<file path="src/rtl/mole_pkg.sv">
// Shared types and helpers for the whack-a-mole game core.
// Holds the game/mole state encodings, the LFSR tap mask, level codes,
// and the small combinational helpers used by the top.
package mole_pkg;

  typedef enum logic [1:0] {
    IDLE = 2'd0,
    PLAY = 2'd1,
    OVER = 2'd2
  } game_state_t;

  typedef enum logic {
    DOWN = 1'b0,
    UP   = 1'b1
  } mole_state_t;

  // Right-shifting Fibonacci form of x^16+x^14+x^13+x^11: taps on bits 0,2,3,5.
  localparam logic [15:0] LFSR_TAPS = 16'h002D;

  localparam logic [1:0] LVL1 = 2'd1;
  localparam logic [1:0] LVL2 = 2'd2;
  localparam logic [1:0] LVL3 = 2'd3;

  // One LFSR step: feedback is the parity of the tapped bits, shifted in at the top.
  function automatic logic [15:0] lfsr_next(input logic [15:0] v);
    return {^(v & LFSR_TAPS), v[15:1]};
  endfunction

  // Number of set bits in a 16-bit vector (mole vectors are zero-extended).
  function automatic logic [4:0] popcount16(input logic [15:0] v);
    logic [4:0] c;
    c = 5'd0;
    for (int i = 0; i < 16; i++) begin
      c = c + {4'd0, v[i]};
    end
    return c;
  endfunction

endpackage

</file>
<file path="src/rtl/mole_field_if.sv">
// Bus between the game core and its surroundings: buttons, time base and
// start request in; electromagnet enables, hit pulses and scoreboard out.
// The slave modport is the game core's view, master is the environment's.
interface mole_field_if #(
  parameter int NUM_MOLES = 3,
  parameter int SCORE_W   = 10,
  parameter int TIMER_W   = 7
);
  logic                 i_tick;
  logic                 i_start;
  logic [NUM_MOLES-1:0] i_bt_mole;
  logic [NUM_MOLES-1:0] o_mole_en;
  logic [NUM_MOLES-1:0] o_hit;
  logic                 o_hit_any;
  logic [SCORE_W-1:0]   o_score;
  logic [1:0]           o_level;
  logic [TIMER_W-1:0]   o_timer;
  logic                 o_playing;
  logic                 o_game_over;

  modport master (
    output i_tick, i_start, i_bt_mole,
    input  o_mole_en, o_hit, o_hit_any, o_score, o_level, o_timer,
           o_playing, o_game_over
  );

  modport slave (
    input  i_tick, i_start, i_bt_mole,
    output o_mole_en, o_hit, o_hit_any, o_score, o_level, o_timer,
           o_playing, o_game_over
  );
endinterface

</file>
<file path="src/rtl/mole_cell.sv">
// One mole: DOWN/UP state plus an age counter measured in game ticks.
// A rise lifts a DOWN mole; a button press on an UP mole drops it and
// pulses o_hit; reaching UP_TICKS ticks drops it as a miss.
// Optional build macro MOLE_MISS_PENALTY_EN adds the o_miss pulse.
module mole_cell import mole_pkg::*; #(
  parameter int UP_TICKS = 2
) (
  input  logic clk,
  input  logic rst,
  input  logic i_clr,
  input  logic i_tick,
  input  logic i_rise,
  input  logic i_btn,
  output logic o_en,
`ifdef MOLE_MISS_PENALTY_EN
  output logic o_miss,
`endif
  output logic o_hit
);

  localparam int AGE_W = (UP_TICKS < 2) ? 1 : $clog2(UP_TICKS + 1);
  // Age value whose next tick completes the up time.
  localparam logic [AGE_W-1:0] AGE_LAST = AGE_W'(UP_TICKS - 1);

  mole_state_t      r_state;
  logic [AGE_W-1:0] r_age;
  logic             r_hit;
`ifdef MOLE_MISS_PENALTY_EN
  logic             r_miss;
`endif

  // Mole state machine: hit has priority over timeout; rise on an UP mole is ignored.
  always_ff @(posedge clk) begin
    if (rst || i_clr) begin
      r_state <= DOWN;
      r_age   <= {AGE_W{1'b0}};
      r_hit   <= 1'b0;
`ifdef MOLE_MISS_PENALTY_EN
      r_miss  <= 1'b0;
`endif
    end else begin
      r_hit  <= 1'b0;
`ifdef MOLE_MISS_PENALTY_EN
      r_miss <= 1'b0;
`endif
      case (r_state)
        DOWN: begin
          if (i_rise) begin
            r_state <= UP;
            r_age   <= {AGE_W{1'b0}};
          end
        end
        UP: begin
          if (i_btn) begin
            r_state <= DOWN;
            r_age   <= {AGE_W{1'b0}};
            r_hit   <= 1'b1;
          end else if (i_tick) begin
            if (r_age == AGE_LAST) begin
              r_state <= DOWN;
              r_age   <= {AGE_W{1'b0}};
`ifdef MOLE_MISS_PENALTY_EN
              r_miss  <= 1'b1;
`endif
            end else begin
              r_age <= r_age + AGE_W'(1);
            end
          end
        end
        default: begin
          r_state <= DOWN;
          r_age   <= {AGE_W{1'b0}};
        end
      endcase
    end
  end

  assign o_en  = (r_state == DOWN);
  assign o_hit = r_hit;
`ifdef MOLE_MISS_PENALTY_EN
  assign o_miss = r_miss;
`endif

endmodule

</file>
<file path="src/rtl/mole_field.sv">
// Whack-a-mole game core: game FSM, tick timer, free-running LFSR, rise
// decoder, per-mole cells and the saturating score adder.
// Optional build macro MOLE_MISS_PENALTY_EN: each auto-drop costs one point
// (score floors at 0); without it misses do not touch the score.
module mole_field import mole_pkg::*; #(
  parameter int          NUM_MOLES  = 3,
  parameter int          SCORE_W    = 10,
  parameter int          TIMER_W    = 7,
  parameter int          GAME_TICKS = 60,
  parameter int          UP_TICKS   = 2,
  parameter int          L2_SCORE   = 20,
  parameter int          L3_SCORE   = 50,
  parameter logic [15:0] LFSR_SEED  = 16'hACE1
) (
  input logic         clk,
  input logic         rst,
  mole_field_if.slave bus
);

  localparam int                 SW2        = SCORE_W + 2;
  localparam logic [SCORE_W-1:0] SCORE_MAX  = {SCORE_W{1'b1}};
  localparam logic [TIMER_W-1:0] TIMER_LAST = TIMER_W'(GAME_TICKS - 1);
  localparam logic [15:0]        NM16       = 16'(NUM_MOLES);
  localparam logic [4:0]         NM5        = 5'(NUM_MOLES);

  game_state_t          r_state;
  logic [TIMER_W-1:0]   r_timer;
  logic [SCORE_W-1:0]   r_score;
  logic [15:0]          r_lfsr;
  logic                 r_playing;
  logic                 r_game_over;

  logic                 w_game_tick;
  logic                 w_last;
  logic                 w_step;
  logic                 w_clr;
  logic [1:0]           w_level;
  logic [4:0]           w_base;
  logic [4:0]           w_cnt;
  logic [4:0]           w_off;
  logic [NUM_MOLES-1:0] w_rise;
  logic [NUM_MOLES-1:0] w_en;
  logic [NUM_MOLES-1:0] w_hit;
  logic [4:0]           w_hit_cnt;
  logic [SW2-1:0]       w_sum;
  logic [SCORE_W-1:0]   w_score_nx;
`ifdef MOLE_MISS_PENALTY_EN
  logic [NUM_MOLES-1:0] w_miss;
  logic [4:0]           w_miss_cnt;
`endif

  // Only ticks seen in PLAY count; the final tick ends the game and issues no rise.
  assign w_game_tick = (r_state == PLAY) && bus.i_tick;
  assign w_last      = w_game_tick && (r_timer == TIMER_LAST);
  assign w_step      = w_game_tick && !w_last;
  assign w_clr       = (r_state != PLAY) || w_last;

  // Level follows the current score directly.
  always_comb begin
    if (r_score >= SCORE_W'(L3_SCORE)) begin
      w_level = LVL3;
    end else if (r_score >= SCORE_W'(L2_SCORE)) begin
      w_level = LVL2;
    end else begin
      w_level = LVL1;
    end
  end

  // Rise decoder: min(level, NUM_MOLES) consecutive moles from lfsr % NUM_MOLES, wrapping.
  always_comb begin
    w_base = 5'(r_lfsr % NM16);
    if ({3'b000, w_level} > NM5) begin
      w_cnt = NM5;
    end else begin
      w_cnt = {3'b000, w_level};
    end
    w_off  = 5'd0;
    w_rise = {NUM_MOLES{1'b0}};
    for (int i = 0; i < NUM_MOLES; i++) begin
      w_off = 5'(i) + NM5 - w_base;
      if (w_off >= NM5) begin
        w_off = w_off - NM5;
      end else begin
        w_off = w_off;
      end
      w_rise[i] = w_step && (w_off < w_cnt);
    end
  end

  for (genvar g = 0; g < NUM_MOLES; g++) begin : g_mole
    mole_cell #(
      .UP_TICKS(UP_TICKS)
    ) u_cell (
      .clk    (clk),
      .rst    (rst),
      .i_clr  (w_clr),
      .i_tick (w_step),
      .i_rise (w_rise[g]),
      .i_btn  (bus.i_bt_mole[g]),
      .o_en   (w_en[g]),
`ifdef MOLE_MISS_PENALTY_EN
      .o_miss (w_miss[g]),
`endif
      .o_hit  (w_hit[g])
    );
  end

  assign w_hit_cnt = popcount16(16'(w_hit));
`ifdef MOLE_MISS_PENALTY_EN
  assign w_miss_cnt = popcount16(16'(w_miss));
`endif

  // Next score: add hits (minus misses when penalised), clamp to [0, SCORE_MAX].
  always_comb begin
    w_sum = {2'b00, r_score} + SW2'(w_hit_cnt);
`ifdef MOLE_MISS_PENALTY_EN
    if (w_sum < SW2'(w_miss_cnt)) begin
      w_sum = {SW2{1'b0}};
    end else begin
      w_sum = w_sum - SW2'(w_miss_cnt);
    end
`endif
    if (w_sum > {2'b00, SCORE_MAX}) begin
      w_score_nx = SCORE_MAX;
    end else begin
      w_score_nx = w_sum[SCORE_W-1:0];
    end
  end

  // Game FSM with timer, score and the registered playing/game_over flags.
  always_ff @(posedge clk) begin
    if (rst) begin
      r_state     <= IDLE;
      r_timer     <= {TIMER_W{1'b0}};
      r_score     <= {SCORE_W{1'b0}};
      r_playing   <= 1'b0;
      r_game_over <= 1'b0;
    end else begin
      case (r_state)
        IDLE, OVER: begin
          if (bus.i_start) begin
            r_state     <= PLAY;
            r_timer     <= {TIMER_W{1'b0}};
            r_score     <= {SCORE_W{1'b0}};
            r_playing   <= 1'b1;
            r_game_over <= 1'b0;
          end
        end
        PLAY: begin
          r_score <= w_score_nx;
          if (w_game_tick) begin
            r_timer <= r_timer + TIMER_W'(1);
            if (w_last) begin
              r_state     <= OVER;
              r_playing   <= 1'b0;
              r_game_over <= 1'b1;
            end
          end
        end
        default: begin
          r_state     <= IDLE;
          r_playing   <= 1'b0;
          r_game_over <= 1'b0;
        end
      endcase
    end
  end

  // Free-running pattern source; advances every cycle in every state.
  always_ff @(posedge clk) begin
    if (rst) begin
      r_lfsr <= LFSR_SEED;
    end else begin
      r_lfsr <= lfsr_next(r_lfsr);
    end
  end

  assign bus.o_mole_en   = w_en;
  assign bus.o_hit       = w_hit;
  assign bus.o_hit_any   = |w_hit;
  assign bus.o_score     = r_score;
  assign bus.o_level     = w_level;
  assign bus.o_timer     = r_timer;
  assign bus.o_playing   = r_playing;
  assign bus.o_game_over = r_game_over;

endmodule

</file>
<file path="src/flat_wrapper.sv">
// flat-port wrapper written by rule: the top's interface ports become plain ports
module mole_field_flat import mole_pkg::*;
#(
  parameter int          NUM_MOLES  = 3,
  parameter int          SCORE_W    = 10,
  parameter int          TIMER_W    = 7,
  parameter int          GAME_TICKS = 60,
  parameter int          UP_TICKS   = 2,
  parameter int          L2_SCORE   = 20,
  parameter int          L3_SCORE   = 50,
  parameter logic [15:0] LFSR_SEED  = 16'hACE1
)
  (clk, rst, bus_i_tick, bus_i_start, bus_i_bt_mole, bus_o_mole_en, bus_o_hit, bus_o_hit_any, bus_o_score, bus_o_level, bus_o_timer, bus_o_playing, bus_o_game_over);
  mole_field_if #(.NUM_MOLES(NUM_MOLES), .SCORE_W(SCORE_W), .TIMER_W(TIMER_W)) bus_i ();
  input logic clk;
  input logic rst;
  input wire logic [$bits(bus_i.i_tick)-1:0] bus_i_tick;
  input wire logic [$bits(bus_i.i_start)-1:0] bus_i_start;
  input wire logic [$bits(bus_i.i_bt_mole)-1:0] bus_i_bt_mole;
  output wire logic [$bits(bus_i.o_mole_en)-1:0] bus_o_mole_en;
  output wire logic [$bits(bus_i.o_hit)-1:0] bus_o_hit;
  output wire logic [$bits(bus_i.o_hit_any)-1:0] bus_o_hit_any;
  output wire logic [$bits(bus_i.o_score)-1:0] bus_o_score;
  output wire logic [$bits(bus_i.o_level)-1:0] bus_o_level;
  output wire logic [$bits(bus_i.o_timer)-1:0] bus_o_timer;
  output wire logic [$bits(bus_i.o_playing)-1:0] bus_o_playing;
  output wire logic [$bits(bus_i.o_game_over)-1:0] bus_o_game_over;
  assign bus_i.i_tick = bus_i_tick;
  assign bus_i.i_start = bus_i_start;
  assign bus_i.i_bt_mole = bus_i_bt_mole;
  assign bus_o_mole_en = bus_i.o_mole_en;
  assign bus_o_hit = bus_i.o_hit;
  assign bus_o_hit_any = bus_i.o_hit_any;
  assign bus_o_score = bus_i.o_score;
  assign bus_o_level = bus_i.o_level;
  assign bus_o_timer = bus_i.o_timer;
  assign bus_o_playing = bus_i.o_playing;
  assign bus_o_game_over = bus_i.o_game_over;
  mole_field #(.NUM_MOLES(NUM_MOLES), .SCORE_W(SCORE_W), .TIMER_W(TIMER_W), .GAME_TICKS(GAME_TICKS), .UP_TICKS(UP_TICKS), .L2_SCORE(L2_SCORE), .L3_SCORE(L3_SCORE), .LFSR_SEED(LFSR_SEED)) u_core (.clk(clk), .rst(rst), .bus(bus_i));
endmodule
</file>
<file path="config.mk">
export PLATFORM = sky130hd
export DESIGN_NAME = mole_field_flat
export DESIGN_NICKNAME = d
export VERILOG_FILES = /design/src/rtl/mole_pkg.sv /design/src/rtl/mole_field_if.sv /design/src/rtl/mole_cell.sv /design/src/rtl/mole_field.sv /design/src/flat_wrapper.sv
export SDC_FILE = /design/constraint.sdc
export NUM_CORES = 1
export LEC_CHECK = 0
export CORE_ASPECT_RATIO = 1.75
export CORE_UTILIZATION = 40
export DETAILED_ROUTE_END_ITERATION = 8
export GPL_TIMING_DRIVEN = 1
export PLACE_DENSITY_LB_ADDON = 0.3
export SLEW_MARGIN = 40
export SYNTH_ARGS = -nofsm -noshare
export SYNTH_HDL_FRONTEND = slang
export SYNTH_SLANG_ARGS = --single-unit
export TNS_END_PERCENT = 1
</file>
<file path="constraint.sdc">
create_clock -name clk -period 10.3 [get_ports clk]
set_input_delay 2.06 -clock clk [delete_from_list [all_inputs] [get_ports clk]]
set_output_delay 2.06 -clock clk [all_outputs]
set_load 0.05 [all_outputs]
</file>
==> reports/metrics.cfg <==
[status]
status = finished, final reports clean

[synth]
syn_inst = 561
synth_edf_count = 0
synth_top_cell_by_area = dfxtp_1
ys.flop_type = dfxtp_1
syn_avg_cell_area_um2 = 7.536
synthTopCellsByArea = dfxtp_1 23%, ha_1 6.2%, nor2_1 4.4%
ys.warnings.count = 0
ys_seq_area_share_pct = 22.73
synth_seq_cells = 48
synth_nets = 591
yosysTopAreaCellShare_pct = 22.73
synth_cell_types = 78
synthArstFlopShare_pct = 0
netlist_area_mm2 = 0.004228

[place]
placedInstanceArea_mm2 = 0.004557
place_inst = 690
place_congestion = 0.8746
dp_slack_ns = 1.883
portBuffers = 34
place_hpwl_mm = 8.397

[critical_path]
cp-end-kind = register
cpPeakStageDelay_ns = 0.58
crit_top_cell = ha_1
timing.rr.start = u_core.r_lfsr[12]
crit_start = u_core.r_lfsr[12]
arrival_ns = 8.55
path_class = register to register
crit_required_ns = 10.46
cp_slowest_cell = or4b_1
cp-start-kind = register
path_max_fanout = 13

[route]
firstDrtPassIters = 5
vias = 4188
route.final.wire_length_mm = 10.62
drtIter0Drc = 215
ant_nets = 0
routedWlPerCell_um = 15.21
remaining_drc_errors = 0
via_per_inst = 6.000

[global_route]
grt_overflow = 0
grt_pass1_wl_mm = 17.68
antenna_found_initial = 0
grt_max_degree = 32
track_usage_pct = 19.23
first_global_vias = 4027

[power]
peakVddDrop_uv = 127.6
powerDensity_mw_per_mm2 = 197.8
cellLeakagePower_nw = 1.835
totalPowerFinal_uw = 936.0

[hold_path]
hold_path.class = register to register
hp-start = u_core.g_mole[2].u_cell.r_age[1]

[sta]
drv_slew = 0
rsz0062_at_grt = no
fin_skew_ns = 0.004500
holdWs_ns = 0.4279
hold_viol = 0
fmax_mhz = 119.1
setup_tns_ns = 0
slew_headroom_pct = 46.52
setup_viol = 0
worst_slack_ns = 1.906
tightestPinTransition_ns = 0.8006
finalCritPeriodShare_pct = 81.50
period_needed_ns = 8.394

[cts]
cts_buffers = 5
cts.sinks = 48
cts_tree = built
clk_root_buffer_cell = clkbuf_16
htreeDepth = 2
clk_latency_ns = 0.28
clk_pin_slew_ns = 0.07
cts_buffer_depth = 2
ctsResizeCount = 0
cts_setup_buffers = 0
cts_hold_buf = 0

[layout]
area_growth_pct = 11.96
fin_cells = 698
antenna_cells = 0
layout.nets = 600
fill_cells = 1020
stdcell_area_mm2 = 0.004733
ff_latch_area_um2 = 960.9
drive_gt1_share_pct = 7.005
finish.utilization_pct = 45.95
multi_input_area_mm2 = 0.002965

[floorplan]
dieHeight_um = 138
core_area_mm2 = 0.01030
dieArea_mm2 = 0.01100
io_pins = 35
start_util_pct = 41.05
rows = 49
die_w_um = 79.72

[job]
maxCapViolations = 0

[cells in the final DEF (no fill, tap or decap), types with 14 or more instances in the layout]
| master | count |
|---|---|
| a21oi_1 | 35 |
| clkdlybuf4s50_1 | 34 |
| dfxtp_1 | 48 |
| ha_1 | 21 |
| inv_1 | 29 |
| nand2_1 | 43 |
| nand3_1 | 19 |
| nor2_1 | 50 |
| nor3_1 | 21 |
| o211ai_1 | 14 |
| o21ai_0 | 25 |
[routing by layer]
metal  routed length (µm)  global-route usage (%)  vias up
met5                    0                       0        -
met4                  284                   8.517        0
met3                  276                   1.914       24
met2                 5804                   36.48       90
met1                 4253                   20.51     1989
li1                     -                       -     2085
[report_power, final]
| part | switching [mW] | total [mW] | internal (mW) |
|---|---|---|---|
| Combinational | 0.332 | 0.545 | 0.214 |
| Clock | 0.0689 | 0.184 | 0.115 |
| Sequential | 0.0148 | 0.207 | 0.192 |
| Total | 0.415 | 0.936 | 0.521 |
[logic make-up after synthesis]
kind of cell | synth area share [%]
and+or+nand+nor | 28.32
AOI/OAI and AO/OA | 27.82
buffers and inverters | 7.221
adders and majority gates | 7.162
DFF | 22.73
muxes | 2.190
xor gates and xnor gates | 4.557
[synthesized netlist by cell type (all sizes together) (3+ instances only)]
cell,number
nor2,51
dfxtp,48
nand2,43
a21oi,35
inv,30
o21ai,29
nor3,22
ha,21
nand3,20
buf,18
clkbuf,16
o211ai,14
or2,13
and3,12
xnor2,12
a211oi,10
nor2b,10
or3,10
xor2,10
nand2b,9
o21a,9
o31ai,9
o22ai,8
mux2i,7
nand4,7
o211a,6
a31oi,5
nand3b,5
nor3b,5
nor4,5
o2111ai,5
a211o,4
a21o,4
a2111oi,3
and2,3
o22a,3
o311ai,3
or3b,3
or4,3
[worst max-delay path: cells and delay by family (launching register included)]
family | cells | cell delay, ns
and+or+nand+nor | 11 | 2.63
adders and majority gates | 4 | 1.16
DFF | 1 | 0.42
AOI/OAI and AO/OA | 13 | 3.11
muxes | 3 | 0.87
buffers and inverters | 1 | 0.07
[worst paths after layout]
path	end	slack [ns]	cells past startpoint
worst max-delay path	u_core.g_mole[1].u_cell.r_age[1]	1.91	32
worst min register to register	u_core.g_mole[2].u_cell.r_age[1]	0.43	2
worst min-delay path	u_core.g_mole[2].u_cell.r_age[1]	0.43	2
worst max register to register	u_core.g_mole[1].u_cell.r_age[1]	1.91	32
[final cells by class]
class	count	area share, %
inverters	32	2.538
repair buffers	36	7.507
flip-flops and latches	48	20.30
multi-input cells	447	62.65
clock inverters	3	1.004
clock buffers	5	2.643
well taps	127	3.357
[sequential cells by signal (all words and copies together) (netlist names)]
register                      cells
u_core.r_lfsr                    16
u_core.bus.o_score               10
u_core.bus.o_timer                7
u_core.g_mole.u_cell.r_age        6
u_core.g_mole.u_cell.o_hit        3
u_core.g_mole.u_cell.r_state      3
u_core.bus.o_game_over            1
u_core.bus.o_playing              1
u_core.r_state                    1
No activity file was read; power rests on OpenSTA's default activity.
